===== config.mk =====
export PLATFORM = sky130hd
export DESIGN_NAME = byte_unstriping
export DESIGN_NICKNAME = d
export VERILOG_FILES = /design/src/rtl/byte_unstriping.sv
export SDC_FILE = /design/constraint.sdc
export NUM_CORES = 1
export LEC_CHECK = 0
export CAP_MARGIN = 25
export CORE_MARGIN = 2
export CORE_UTILIZATION = 35
export DETAILED_ROUTE_END_ITERATION = 6
export PLACE_DENSITY = 0.61
export SYNTH_ARGS = -nofsm -noshare
export SYNTH_HDL_FRONTEND = slang
export SYNTH_SLANG_ARGS = --single-unit

===== constraint.sdc =====
create_clock -name clk_2f -period 3.1 [get_ports clk_2f]
set_input_delay 0.465 -clock clk_2f [delete_from_list [all_inputs] [get_ports clk_2f]]
set_output_delay 0.465 -clock clk_2f [all_outputs]
set_load 0.01 [all_outputs]

===== src/rtl/byte_unstriping.sv =====
// byte_unstriping: merges two skewed 32-bit lanes back into one stream.
// Output order is strictly lane 0, lane 1, lane 0, ... Each lane has a small
// FIFO to absorb inter-lane skew. Sticky flags report dropped words (overflow)
// and a lane that stays starved while the other lane holds data (skew_err).
module byte_unstriping #(
  parameter int DATA_W   = 32,
  parameter int DEPTH    = 4,
  parameter int SKEW_MAX = 3
) (
  input  logic              clk_2f,
  input  logic              reset,
  input  logic [DATA_W-1:0] lane0,
  input  logic              valid_0,
  input  logic [DATA_W-1:0] lane1,
  input  logic              valid_1,
  output logic [DATA_W-1:0] data_out,
  output logic              valid_out,
  output logic              overflow,
  output logic              skew_err
);

  localparam int PTR_W   = $clog2(DEPTH);
  localparam int CNT_W   = PTR_W + 1;
  localparam int STALL_W = $clog2(SKEW_MAX + 1);

  typedef enum logic {
    READ_L0 = 1'b0,
    READ_L1 = 1'b1
  } sel_t;

  sel_t               sel_r;
  logic [STALL_W-1:0] stall_cnt_r;

  logic [DATA_W-1:0] mem0_r [DEPTH];
  logic [DATA_W-1:0] mem1_r [DEPTH];
  logic [PTR_W-1:0]  wr0_r, rd0_r, wr1_r, rd1_r;
  logic [CNT_W-1:0]  cnt0_r, cnt1_r;

  logic               empty0_s, empty1_s, full0_s, full1_s;
  logic               pop0_s, pop1_s, push0_s, push1_s, drop0_s, drop1_s;
  logic               stall_s;
  logic [STALL_W-1:0] stall_nxt_s;

  // Derive FIFO status, pop/push decisions and the next stall count.
  always_comb begin
    empty0_s = (cnt0_r == CNT_W'(0));
    empty1_s = (cnt1_r == CNT_W'(0));
    full0_s  = (cnt0_r == CNT_W'(DEPTH));
    full1_s  = (cnt1_r == CNT_W'(DEPTH));
    // Only the selected lane may be popped, so lanes never reorder.
    pop0_s   = (sel_r == READ_L0) && !empty0_s;
    pop1_s   = (sel_r == READ_L1) && !empty1_s;
    // A full FIFO still accepts a word when it is popped in the same cycle.
    push0_s  = valid_0 && (!full0_s || pop0_s);
    push1_s  = valid_1 && (!full1_s || pop1_s);
    drop0_s  = valid_0 && full0_s && !pop0_s;
    drop1_s  = valid_1 && full1_s && !pop1_s;
    // Stalled: selected lane starved while the other lane already has data.
    stall_s  = (sel_r == READ_L0) ? (empty0_s && !empty1_s) : (empty1_s && !empty0_s);
    if (pop0_s || pop1_s) begin
      stall_nxt_s = STALL_W'(0);
    end else if (stall_s && (stall_cnt_r != STALL_W'(SKEW_MAX))) begin
      stall_nxt_s = stall_cnt_r + STALL_W'(1);
    end else begin
      stall_nxt_s = stall_cnt_r;
    end
  end

  // Lane FIFO storage writes (contents need no reset; pointers gate them).
  always_ff @(posedge clk_2f) begin
    if (push0_s) begin
      mem0_r[wr0_r] <= lane0;
    end
    if (push1_s) begin
      mem1_r[wr1_r] <= lane1;
    end
  end

  // Lane 0 FIFO pointers and occupancy; pointers wrap modulo DEPTH.
  always_ff @(posedge clk_2f) begin
    if (reset) begin
      wr0_r  <= PTR_W'(0);
      rd0_r  <= PTR_W'(0);
      cnt0_r <= CNT_W'(0);
    end else begin
      if (push0_s) begin
        wr0_r <= wr0_r + PTR_W'(1);
      end
      if (pop0_s) begin
        rd0_r <= rd0_r + PTR_W'(1);
      end
      case ({push0_s, pop0_s})
        2'b10:   cnt0_r <= cnt0_r + CNT_W'(1);
        2'b01:   cnt0_r <= cnt0_r - CNT_W'(1);
        default: cnt0_r <= cnt0_r;
      endcase
    end
  end

  // Lane 1 FIFO pointers and occupancy; pointers wrap modulo DEPTH.
  always_ff @(posedge clk_2f) begin
    if (reset) begin
      wr1_r  <= PTR_W'(0);
      rd1_r  <= PTR_W'(0);
      cnt1_r <= CNT_W'(0);
    end else begin
      if (push1_s) begin
        wr1_r <= wr1_r + PTR_W'(1);
      end
      if (pop1_s) begin
        rd1_r <= rd1_r + PTR_W'(1);
      end
      case ({push1_s, pop1_s})
        2'b10:   cnt1_r <= cnt1_r + CNT_W'(1);
        2'b01:   cnt1_r <= cnt1_r - CNT_W'(1);
        default: cnt1_r <= cnt1_r;
      endcase
    end
  end

  // Lane selector FSM with registered output word and sticky error flags.
  always_ff @(posedge clk_2f) begin
    if (reset) begin
      sel_r       <= READ_L0;
      stall_cnt_r <= STALL_W'(0);
      data_out    <= DATA_W'(0);
      valid_out   <= 1'b0;
      overflow    <= 1'b0;
      skew_err    <= 1'b0;
    end else begin
      case (sel_r)
        READ_L0: begin
          if (pop0_s) begin
            data_out  <= mem0_r[rd0_r];
            valid_out <= 1'b1;
            sel_r     <= READ_L1;
          end else begin
            valid_out <= 1'b0;
          end
        end
        READ_L1: begin
          if (pop1_s) begin
            data_out  <= mem1_r[rd1_r];
            valid_out <= 1'b1;
            sel_r     <= READ_L0;
          end else begin
            valid_out <= 1'b0;
          end
        end
        default: begin
          valid_out <= 1'b0;
          sel_r     <= READ_L0;
        end
      endcase
      stall_cnt_r <= stall_nxt_s;
      overflow    <= overflow | drop0_s | drop1_s;
      skew_err    <= skew_err | (stall_nxt_s == STALL_W'(SKEW_MAX));
    end
  end

endmodule


==> impl_metrics.py <==
metrics = {
    "critical_path": {
        "cp.arrival_ns": 2.37,
        "start_kind": "flop",
        "end_kind": "flop",
        "worst-path-max-fanout": 24,
        "worst_r2r_path_depth": 4,
        "critPathRequiredTime_ns": 3.29,
        "worst-setup-path-type": "reg -> reg",
    },
    "clock_network": {
        "cts.repair.resized": 0,
        "clockBufferDepth": 3,
        "worstSkewPairLatency_ns": 0.52,
        "cts_tree": "built",
        "clk_pin_slew_ns": 0.06,
        "cts_setup_buffers": 0,
        "root_buffer": "clkbuf_16",
        "cts_num_sinks": 312,
        "numCtsBuffers": 34,
        "hold_buffers": 0,
        "h-tree-depth": 2,
    },
    "sta": {
        "worstMarginPinSlew_ns": 0.952,
        "final_max_slew_viol_count": 0,
        "period_needed_ns": 2.18,
        "fin_crit_sh_pct": 70.4,
        "finalClockSkew_ns": 0.0286,
        "setup-tns-final_ns": 0,
        "rsz0062_at_grt": "no",
        "hold_viol_final": 0,
        "setup_viol": 0,
        "setup_ws_ns": 0.918,
        "timing.fmax_mhz": 458,
        "slew_headroom_pct": 36.5,
    },
    "floorplan": {
        "start_util_pct": 35.4,
        "dieArea_um2": 35300,
        "rows": 67,
        "die_w_um": 188,
        "core_area_um2": 33400,
        "dieHeight_um": 188,
        "io_pins": 103,
    },
    "routing": {
        "routed_wl_um": 25600,
        "dr.pass1.iters": 5,
        "ant_nets": 0,
        "drcViolationCount": 0,
        "via_per_inst": 4.93,
        "vias": 6187,
        "drt_iter0_markers": 469,
        "routedWlPerCell_um": 20.4,
    },
    "yosys": {
        "avgSynthCellArea_um2": 18.2,
        "synth_cell_types": 48,
        "yosysSeqAreaShare_pct": 74.4,
        "ys_async_sr_fraction_pct": 0,
        "synth_fp_nets": 730,
        "synth_edf_count": 256,
        "syn-cell-area_um2": 11800,
        "synth-main-ff-cell": "edfxtp_1",
        "synth.ff_latch_count": 312,
        "postSynthCellCount": 651,
        "yosys_warnings": 0,
    },
    "power_and_ir_drop": {
        "p_clk_share_pct": 30.9,
        "vdd_drop_max_mv": 0.384,
        "power.leakage_nw": 4.71,
        "p_int_w": 0.00860,
        "powerDensity_nw_per_um2": 830,
        "p_seq_share_pct": 44.6,
        "combPwrFrac_pct": 24.5,
        "p_sw_share_pct": 28.9,
        "p_sw_w": 0.00350,
    },
    "hold_path": {
        "min_path_cells": 1,
        "hold_class": "reg -> reg",
    },
    "cells_and_area": {
        "final_cell_count_no_fill": 1256,
        "design_area_um2": 14600,
        "area_growth_pct": 23.1,
        "fin_nets": 860,
        "drive_above_1_share_pct": 16.3,
        "final_core_util_pct": 43.6,
    },
    "global_routing": {
        "grt_max_degree": 45,
        "grt_usage_pct": 14.6,
        "antenna_found_initial": 2,
        "grt_pass1_vias": 6310,
        "grt.overflow.total": 0,
        "grt_pass1_wl_um": 38700,
    },
    "placement": {
        "io_buffers": 102,
        "placed_cell_area_um2": 13500,
        "place_ws_ns": 0.545,
        "placedCellCount": 1193,
        "hpwl_um": 16300,
        "gp_congestion": 0.725,
    },
    "status": {
        "outcome": "finished clean",
    },
    "job": {
        "maxCapViolCount": 0,
    },
}
[sequential cells by signal, summed over array words and instances, names as in the netlist, named ones only]
name	flops
rd1_r	2
rd0_r	2
wr0_r	2
valid_out	1
skew_err	1
data_out	32
mem1_r	128
sel_r	1
cnt1_r	3
mem0_r	128
cnt0_r	3
overflow	1
wr1_r	2
stall_cnt_r	2
[placed cells by master (no fill, tap or decap), types with 7 or more instances in the layout]
| master | n |
|---|---|
| a221oi_1 | 33 |
| a22o_1 | 32 |
| and2_2 | 9 |
| buf_4 | 21 |
| clkbuf_1 | 10 |
| clkbuf_16 | 35 |
| clkdlybuf4s50_1 | 102 |
| dfxtp_1 | 52 |
| edfxtp_1 | 256 |
| ha_1 | 9 |
| inv_1 | 13 |
| mux2i_1 | 64 |
| mux4_2 | 33 |
| nand2_1 | 7 |
| nor2_1 | 47 |
| xnor2_1 | 7 |
[kinds of logic after synthesis]
| family | synth area share [%] |
|---|---|
| xor gates and xnor gates | 0.666 |
| buffers and inverters | 1.99 |
| adders and majority gates | 1.29 |
| muxes | 11.8 |
| AOI/OAI and AO/OA | 6.11 |
| DFF | 74.4 |
| and+or+nand+nor | 3.73 |
[stage by stage]
| step | hold slack (ns) | power (W) |
|---|---|---|
| 2_1_floorplan | 0.485 | 0.00736 |
| 6_report | 0.476 | 0.0121 |
| 4_1_cts | 0.481 | 0.0123 |
| 3_3_place_gp | 0.466 | 0.00846 |
| 5_1_grt | 0.498 | 0.0127 |
| 3_5_place_dp | 0.468 | 0.00850 |
[power by group through the flow]
stage / sequential [W] / combinational [W] / clock, W
final: 0.00540 / 0.00297 / 0.00374
after global routing: 0.00546 / 0.00325 / 0.00398
after CTS: 0.00541 / 0.00302 / 0.00383
after detailed placement: 0.00549 / 0.00300 / 0
after global placement: 0.00548 / 0.00298 / 0
after floorplan: 0.00535 / 0.00200 / 0
[worst paths after layout]
path	start	endpoint	slack, ns
max	sel_r	mem1_r[2][23]	0.92
min	data_out[17]	data_out[17]	0.48
max reg2reg	sel_r	mem1_r[2][23]	0.92
min reg2reg	data_out[17]	data_out[17]	0.48
[routing by layer]
layer	vias up	wire (µm)	GRT usage [%]
met4	0	418	4.00
met1	3121	12000	20.6
met5	-	0	0
met2	169	11800	22.8
met3	31	1400	3.07
li1	2866	-	-
[Yosys cell counts, drive strengths merged (2+ instances only)]
master	n	share of area [%]
or3	4	0.25
edfxtp	256	65
nor3	6	0.38
nor2	49	1.6
nor3b	3	0.19
mux4	33	6.3
a221oi	33	2.4
dfxtp	56	9.5
nand3	2	0.085
xnor2	7	0.52
clkbuf	4	0.13
fa	2	0.34
mux2i	64	5.4
a211oi	2	0.13
xor2	2	0.15
o21ai	5	0.21
buf	30	1.4
inv	14	0.44
nor4b	2	0.20
ha	9	0.95
a22o	32	2.4
nand2	7	0.22
and2	9	0.48
a21oi	6	0.25
[critical path, cell delays in order, from the launching register on]
cell and delay [ns]:
dfxtp_2 0.62, nor4b_2 0.16, nor2b_1 0.39, and2_2 0.43, buf_12 0.24
[area by class of cell]
| class | count | area, µm² |
|---|---|---|
| well taps | 448 | 561 |
| multi-input cells | 291 | 2820 |
| diodes | 2 | 5.00 |
| inverters | 14 | 52.6 |
| fillers | 2924 | 18900 |
| flip-flops and latches | 312 | 8820 |
| clock inverters | 14 | 98.8 |
| clock buffers | 47 | 941 |
| repair buffers | 128 | 1280 |
Power figures use the tool's default switching activity.
